==> src/rtl/fetch_unit.sv <==
// Instruction-fetch stage: PC register, synchronous-imem address generation and
// a direct-mapped BTB of 2-bit counters, with prediction aligned to the imem output.
module fetch_unit #(
  parameter logic [31:0] RESET_PC    = 32'h0000_0000,
  parameter int          BTB_ENTRIES = 16
) (
  input  logic        clk,
  input  logic        rst,
  input  logic        pipeline_en,
  input  logic        ex_redirect,
  input  logic [31:0] ex_redirect_pc,
  input  logic        upd_valid,
  input  logic [31:0] upd_pc,
  input  logic        upd_taken,
  input  logic [31:0] upd_target,
  output logic [31:0] imem_addr,
  output logic        imem_en,
  output logic [31:0] if_pc,
  output logic        if_flush,
  output logic        if_pred_valid,
  output logic        if_pred_taken,
  output logic [31:0] if_predicted_pc
);

  localparam int IDX_W = $clog2(BTB_ENTRIES);
  localparam int TAG_W = 30 - IDX_W;

  typedef logic [IDX_W-1:0] idx_t;
  typedef logic [TAG_W-1:0] tag_t;

  // Fetch state
  logic [31:0] pc_q;
  logic        valid_q;
  logic [31:0] next_pc;

  // BTB storage
  logic [BTB_ENTRIES-1:0] btb_valid;
  tag_t                   btb_tag    [BTB_ENTRIES];
  logic [31:0]            btb_target [BTB_ENTRIES];
  logic [1:0]             btb_ctr    [BTB_ENTRIES];

  // Lookup side
  idx_t        look_idx;
  tag_t        look_tag;
  logic        look_hit;
  logic        look_taken;
  logic [31:0] seq_pc;

  // Training side
  idx_t        upd_idx;
  tag_t        upd_tag;
  logic        upd_hit;
  logic        btb_write;
  logic [1:0]  ctr_next;
  logic        unused_bits;

  // ---------------------------------------------------------------------------
  // Lookup: purely combinational on the PC of the instruction now on the imem
  // output, so it always sees the pre-edge BTB contents.
  // ---------------------------------------------------------------------------
  assign look_idx   = pc_q[IDX_W+1:2];
  assign look_tag   = pc_q[31:IDX_W+2];
  assign look_hit   = btb_valid[look_idx] && (btb_tag[look_idx] == look_tag);
  assign look_taken = look_hit && btb_ctr[look_idx][1];
  assign seq_pc     = pc_q + 32'd4;

  assign if_pc           = pc_q;
  assign if_flush        = ~valid_q;
  assign if_pred_valid   = look_hit;
  assign if_pred_taken   = look_taken;
  assign if_predicted_pc = look_taken ? btb_target[look_idx] : seq_pc;

  // ---------------------------------------------------------------------------
  // Next fetch address. A redirect beats everything, including a stall; before
  // the first enabled edge the reset PC is simply fetched again.
  // ---------------------------------------------------------------------------
  always_comb begin
    // NOTE: every output of an always_comb gets a value on entry; a path that
    // leaves it unassigned would infer a latch.
    next_pc = if_predicted_pc;
    if (ex_redirect) begin
      next_pc = ex_redirect_pc;
    end else if (!valid_q || !pipeline_en) begin
      next_pc = pc_q;
    end
  end

  assign imem_addr = next_pc;
  assign imem_en   = ex_redirect | pipeline_en;

  // NOTE: sequential state is written with non-blocking assignments only, so
  // every flop samples its inputs as they were before the edge.
  always_ff @(posedge clk or posedge rst) begin
    if (rst) begin
      pc_q    <= RESET_PC;
      valid_q <= 1'b0;
    end else if (imem_en) begin
      pc_q    <= next_pc;
      valid_q <= 1'b1;
    end
  end

  // ---------------------------------------------------------------------------
  // Training. Misses that were not taken leave the BTB alone; a taken miss
  // allocates weakly-taken, overwriting whatever aliased into that slot.
  // ---------------------------------------------------------------------------
  assign upd_idx     = upd_pc[IDX_W+1:2];
  assign upd_tag     = upd_pc[31:IDX_W+2];
  assign upd_hit     = btb_valid[upd_idx] && (btb_tag[upd_idx] == upd_tag);
  assign btb_write   = upd_valid && (upd_hit || upd_taken);
  assign unused_bits = ^upd_pc[1:0];

  always_comb begin
    ctr_next = 2'b10;
    if (upd_hit) begin
      ctr_next = btb_ctr[upd_idx];
      if (upd_taken && (btb_ctr[upd_idx] != 2'b11)) begin
        ctr_next = btb_ctr[upd_idx] + 2'b01;
      end else if (!upd_taken && (btb_ctr[upd_idx] != 2'b00)) begin
        ctr_next = btb_ctr[upd_idx] - 2'b01;
      end
    end
  end

  always_ff @(posedge clk or posedge rst) begin
    if (rst) begin
      btb_valid <= '0;
    end else if (btb_write) begin
      btb_valid[upd_idx] <= 1'b1;
    end
  end

  // NOTE: only the valid bits are reset; tag, target and counter arrays are
  // plain storage that is never read while its valid bit is clear, so they
  // carry no reset and can map onto RAM-style cells.
  always_ff @(posedge clk) begin
    if (btb_write) begin
      btb_tag[upd_idx] <= upd_tag;
      btb_ctr[upd_idx] <= ctr_next;
      if (upd_taken) begin
        btb_target[upd_idx] <= upd_target;
      end
    end
  end

endmodule

==> config.mk <==
export PLATFORM = sky130hd
export DESIGN_NAME = fetch_unit
export DESIGN_NICKNAME = d
export VERILOG_FILES = /design/src/rtl/fetch_unit.sv
export SDC_FILE = /design/constraint.sdc
export NUM_CORES = 1
export LEC_CHECK = 0
export BUFFER_PORTS_ARGS = -buffer_cell sky130_fd_sc_hd__buf_2
export CAP_MARGIN = 10
export CORE_MARGIN = 5
export CORE_UTILIZATION = 54
export CTS_CLUSTER_DIAMETER = 50
export CTS_CLUSTER_SIZE = 10
export DETAILED_ROUTE_END_ITERATION = 7
export HOLD_SLACK_MARGIN = 0.15
export PLACE_DENSITY = 0.68
export SLEW_MARGIN = 20
export SYNTH_ARGS = -nofsm -noshare
export SYNTH_HDL_FRONTEND = slang
export SYNTH_SLANG_ARGS = --single-unit
==> constraint.sdc <==
create_clock -name clk -period 7.65 [get_ports clk]
set_input_delay 0.3825 -clock clk [delete_from_list [all_inputs] [get_ports clk]]
set_output_delay 0.3825 -clock clk [all_outputs]
set_load 0.03 [all_outputs]
Word level (Yosys, flattened, before mapping)
Memories as Yosys holds them, arrays and structs flattened.
Index checks and enable logic that the tools add are counted.
W data, S select, Z words.
- flip-flop bits (word level): 49
- memory bits (writable): 960
- output and inout port bits: 100
- word-level logic and storage cells: 48
- memories: 3
- memories (memory ; words ; width ; read ports ; clocked after memory_dff ; wr ports ; line ; RTL):
    btb_target ; 16 ; 32 ; 1 ; 0 ; 1 ; 39 ; logic [31:0] btb_target [BTB_ENTRIES];
    btb_tag ; 16 ; 26 ; 2 ; 0 ; 1 ; 38 ; tag_t btb_tag [BTB_ENTRIES];
    btb_ctr ; 16 ; 2 ; 2 ; 0 ; 1 ; 40 ; logic [1:0] btb_ctr [BTB_ENTRIES];
- add/subtract/negate cells: 3
- magnitude comparators: 3
- eq/ne operators: 3
- mux-type cells: 17
- bitwise gates (word level): 3
- reduce and logical (&&, ||, !) cells: 13
- operator list (operator ; number):
    $mux W32 ; 3
    $eq A26 B26 Y1 ; 2
    $add A32 B3 Y32 const B ; 1
    $or A16 B16 Y16 ; 1
    $lt A4 B5 Y1 const B ; 2
    $bmux W1 S4 ; 2
    $mux W1 ; 8
    $logic_and A1 B1 Y1 ; 7
    $mux W2 ; 3
    $demux W1 S4 ; 1
    $ge A4 B1 Y1 const B ; 1
    $logic_not A1 Y1 ; 3
    $add A2 B1 Y2 const B ; 1
    $logic_or A1 B1 Y1 ; 2
    $ne A2 B2 Y1 const B ; 1
    $reduce_bool A2 Y1 ; 1
    $sub A2 B1 Y2 const B ; 1
    $not A1 Y1 ; 1
    $or A1 B1 Y1 ; 1

Logic depth before layout (Yosys ltp)
- word-level depth: 7
- mapped depth: 18

Worst setup path before layout
OpenSTA, ideal clock, no wires.
- path type: input to register
- start point: input upd_pc[2]
- end point: memory btb_target[9][0] (enable)
- setup time: 0.462 ns
- arrival time: 4.717 ns
- data required time: 7.188 ns
- setup slack: 2.470 ns
- cell stages on the path: 9
- buffers on the path: 7
- path through: clkbuf_1 -> buf_2 -> buf_2 -> buf_2 -> buf_2 -> clkbuf_1 -> nand2b_1 -> clkbuf_1 -> nor3_1
- longest elaborated chain between the ends: 7
- elaborated cells on any way between the ends: 9
- classes of those cells: eq/ne: 1; mux: 4; reduce/logical: 3; memory: 1
- ends and longest elaborated chain (item ; line ; RTL):
    start: declaration ; 13 ; input logic [31:0] upd_pc,
    $mem_v2 Z16 W26 / $bmux W1 S4 (equally long branches) ; n/a ;
    $eq A26 B26 Y1 / $mux W1 (equally long branches) ; 109 ; assign upd_hit = btb_valid[upd_idx] && (btb_tag[upd_idx] == upd_tag);
    $logic_and A1 B1 Y1 ; 109 ;
    $logic_or A1 B1 Y1 ; 110 ; assign btb_write = upd_valid && (upd_hit || upd_taken);
    $logic_and A1 B1 Y1 ; 110 ;
    $mux W1 ; 137 ; if (btb_write) begin
    $mux W1 (implied by the code) ; 141 ; btb_target[upd_idx] <= upd_target;
    end: declaration ; 39 ;
Parallel ways exist; a longest one is shown, timed or not. The select of a mux whose other input is x is not followed.

Worst setup path after layout
- start point: register pc_q[3], in the netlist if_pc[3]
- end point: output if_predicted_pc[11]
- longest elaborated chain between the ends: 5
- elaborated cells on any way between the ends: 10
- classes of those cells: add/sub: 1; eq/ne: 1; mux: 3; reduce/logical: 2; memory: 3
- ends and longest elaborated chain (item ; line ; RTL):
    start: declaration ; 32 ; logic [31:0] pc_q;
    start signal: assignment ; 98 ; pc_q <= next_pc;
    $mem_v2 Z16 W26 / $bmux W1 S4 (equally long branches) ; n/a ;
    $eq A26 B26 Y1 / $mux W1 (equally long branches) ; 63 ; assign look_hit = btb_valid[look_idx] && (btb_tag[look_idx] == look_tag);
    $logic_and A1 B1 Y1 ; 63 ;
    $logic_and A1 B1 Y1 ; 64 ; assign look_taken = look_hit && btb_ctr[look_idx][1];
    $mux W32 * ; 71 ; assign if_predicted_pc = look_taken ? btb_target[look_idx] : seq_pc;
    end: declaration ; 22 ; output logic [31:0] if_predicted_pc
Mark *: on every way between the ends. The rest lies on a longest branch, timed or not. The select of a mux whose other input is x is not followed.

==> out/metrics.yaml <==
cts:
  hold_buffers: 97
  clk_pin_slew_worst_paths_ns: 0.05
  cts_tree: "built"
  postCtsSetupBuffers: 0
  cts_buffers: 118
  htreeDepth: 3
  cts-root-buf: "clkbuf_16"
  post_cts_resized: 0
  cts.sinks: 1009
  clkLatencyLatePin_ns: 0.72
  cts_max_path_buffers: 3
worst_setup_path:
  slowest_delay_ns: 1.10
  worstPathCellList: "buf_4, mux4_2, mux2i_1, xnor2_1, a2111oi_0, a41o_1, nand3_1, or2_0, nor4b_4, mux2_2, buf_2"
  worstPathRequired_ns: 7.27
  critical_path_buf_inv_count: 2
  cp_max_fo: 43
  end_kind: "output pin"
  worst_path_max_delay_cell: "nor4b_4"
  worstReg2RegEnd: "if_pc[1]$_DFFE_PP0P_"
  critPathLaunchType: "register"
  rr_worst_depth: 11
  crit_arrival_ns: 6.55
  rrSetupSlack_ns: 2.08
  crit_family: "simple AND/OR/NAND/NOR gates"
  r2r-start: "if_pc[3]$_DFFE_PP0P_"
  worstSetupPathType: "reg -> out"
layout:
  fillers: 5798
  final_cells: 3916
  final_core_util_pct: 62.64
  nets: 2855
  drive_above_1_share_pct: 30.95
  area_growth_pct: 15.56
logic_synthesis:
  synth_edf_count: 960
  synthArstFlopShare_pct: 4.856
  ys_seq_elements: 1009
  ys_seq_area_share_pct: 66.57
  synth_top_area_cell: "edfxtp_1"
  synth_top_flop_cell: "edfxtp_1"
  synth_cells: 2418
  post-synth-top-count-cell: "edfxtp_1"
  synth_area_leaders: "edfxtp_1 64%, mux4_2 18%, dfrtp_1 2.7%, mux2i_1 2.7%, xnor2_1 1.0%"
  synth.distinct_cells: 75
  synthesis.nets: 2523
  synth_top_area_share_pct: 63.85
  syn_area_um2: 45150
  synth_warnings: 0
  yosys-top-cells-count: "960 x edfxtp_1, 366 x mux4_2, 120 x mux2i_1"
  avgSynthCellArea_um2: 18.67
sta:
  slew_viol_final: 0
  period_needed_ns: 6.933
  finalHoldViolCount: 0
  worstMarginPinSlew_ns: 1.176
  worst_slew_margin_rel_pct: 21.25
  period_share_pct: 90.63
  clock_skew_ns: 0.06611
  fmax_ghz: 0.1442
  finalSetupViolCount: 0
  fin_tns_setup_ns: 0
  rsz0062_at_grt: "false"
routing:
  wl_um: 132100
  wl_per_cell_um: 33.74
  drc_errors: 0
  vias_per_cell: 6.837
  ant_nets: 0
  first_pass_iters: 7
  drtIter0Drc: 3758
  vias: 26773
power_and_ir_drop:
  p_switching_mw: 3.500
  clkPwrFrac_pct: 38.0
  netSwitchingFraction_pct: 26.10
  peakVddDrop_mv: 0.1950
  combPwrFrac_pct: 15.0
  seq_power_share_pct: 47.0
  p_int_mw: 9.907
  p_per_area_nw_per_um2: 257.0
  finalPower_mw: 13.41
  power.leakage_nw: 17.21
placement:
  portBuffers: 199
  dp.cells: 3613
  dp_hpwl_um: 81510
  routabilityCongestion: 0.9658
die:
  die_h_um: 299.1
  io_pins: 202
  die_area_um2: 89480
  core_area_um2: 83290
  dieWidth_um: 299.1
  initial_core_util_pct: 54.20
  rows: 106
status:
  outcome: "completed"
min_path:
  hp-class: "in -> reg"
  hp-start: "ex_redirect"
  min_to: "if_pc[22]$_DFFE_PP0P_"
  min_path_cells: 3
grt:
  grt.overflow.total: 0
  grt_pass1_wl_um: 191900
  grt_use_total_pct: 29.56
  antenna_found_initial: 6
  grt_max_degree: 70
  grt_pass1_vias: 27426
run:
  drv_cap: 0
## state kept, by name, indices dropped and copies added (netlist names)
| name | count |
|---|---|
| btb_valid | 16 |
| btb_target | 512 |
| if_pc | 32 |
| btb_tag | 416 |
| valid_q | 1 |
| btb_ctr | 32 |
## routing by layer
| layer | vias to the layer above | routed length (um) | global-route usage (%) |
|---|---|---|---|
| met2 | 1796 | 62660 | 46.71 |
| met4 | 0 | 3306 | 7.512 |
| li1 | 10760 | - | - |
| met5 | - | 0 | 0 |
| met3 | 209 | 16030 | 7.648 |
| met1 | 14008 | 50120 | 42.01 |
## stage by stage
stage                     hold WS (ns)  instance area, um^2  worst slack (ns)
after floorplan                 0.4515                45150             2.470
after global placement          0.4649                47680             1.586
after global routing            0.2030                52160            0.4572
after detailed placement        0.4755                47680             1.508
final                           0.1926                52170            0.7168
after CTS                       0.1659                52160            0.7509
## cell families (layout without fill, tap and decap cells)
| family | Yosys count | count (layout) | share of synthesized area (%) |
|---|---|---|---|
| adder cells (fa/ha/maj) | 3 | 3 | 0.08315 |
| flip-flops | 1009 | 1009 | 66.57 |
| XOR/XNOR | 64 | 64 | 1.242 |
| AND/OR/NAND/NOR | 362 | 362 | 4.080 |
| AO/OA/AOI/OAI | 266 | 266 | 4.235 |
| multiplexers | 516 | 516 | 21.70 |
| other | 0 | 6 | 0 |
| buffers and inverters | 198 | 610 | 2.090 |
## power by group through the flow
stage	registers (mW)	clock network (mW)	logic (mW)
final	6.30	5.10	2.01
after global placement	6.40	0	1.92
after CTS	6.30	5.16	1.99
after global routing	6.31	5.41	2.11
after detailed placement	6.41	0	1.94
after floorplan	6.34	0	1.31
## worst reg2reg max path, stage by stage, from the launching register on
cell	delay, ns
dfrtp_4	0.96
buf_4	0.46
mux4_2	0.54
mux2i_1	0.53
xnor2_1	0.12
a2111oi_0	0.49
a41o_1	0.24
nand3_1	0.21
or2_0	0.50
o41ai_1	0.67
a21oi_1	0.15
dlygate4sd3_1	0.60
## cell usage in the layout (no fill, tap or decap), types with 19 or more instances in the layout
cell / Yosys / layout
xnor2_1: 54 / 54
buf_2: 43 / 197
mux4_2: 366 / 366
clkbuf_1: 83 / 59
nor3_1: 32 / 25
dfrtp_1: 49 / 45
a21oi_1: 62 / 62
o31ai_1: 27 / 27
edfxtp_1: 960 / 960
inv_1: 31 / 30
nand3_1: 26 / 26
buf_4: 9 / 71
dlygate4sd3_1: 0 / 97
nor2_1: 100 / 75
nor2_4: 0 / 25
nand2_1: 74 / 74
mux2i_1: 120 / 120
a22oi_1: 21 / 21
or2_2: 19 / 19
clkbuf_16: 0 / 118
nor2b_1: 29 / 29
mux2_2: 27 / 27
## worst max path at each step
stage,start,endpoint,slack (ns),cells past startpoint
after floorplan,upd_pc[2],btb_target[9][0]$_DFFE_PP_,2.47,9
after global placement,if_pc[3]$_DFFE_PP0P_,if_predicted_pc[11],1.59,12
after detailed placement,if_pc[3]$_DFFE_PP0P_,if_predicted_pc[11],1.51,11
after CTS,if_pc[3]$_DFFE_PP0P_,if_predicted_pc[11],0.75,11
after global routing,if_pc[3]$_DFFE_PP0P_,if_predicted_pc[11],0.46,11
final,if_pc[3]$_DFFE_PP0P_,if_predicted_pc[11],0.72,11
## area by class of cell
| cell class | instances | area [um^2] | share of cell area [%] |
|---|---|---|---|
| antenna | 6 | 15.01 | 0.02878 |
| clock buffer | 177 | 3174 | 6.084 |
| clock inverter | 23 | 332.8 | 0.6379 |
| inverter | 33 | 125.1 | 0.2398 |
| multi-input combinational | 1211 | 14380 | 27.57 |
| sequential | 1009 | 30070 | 57.63 |
| tap | 1080 | 1351 | 2.590 |
| timing repair buffer | 377 | 2724 | 5.221 |
No activity file was read; power rests on OpenSTA's default activity.
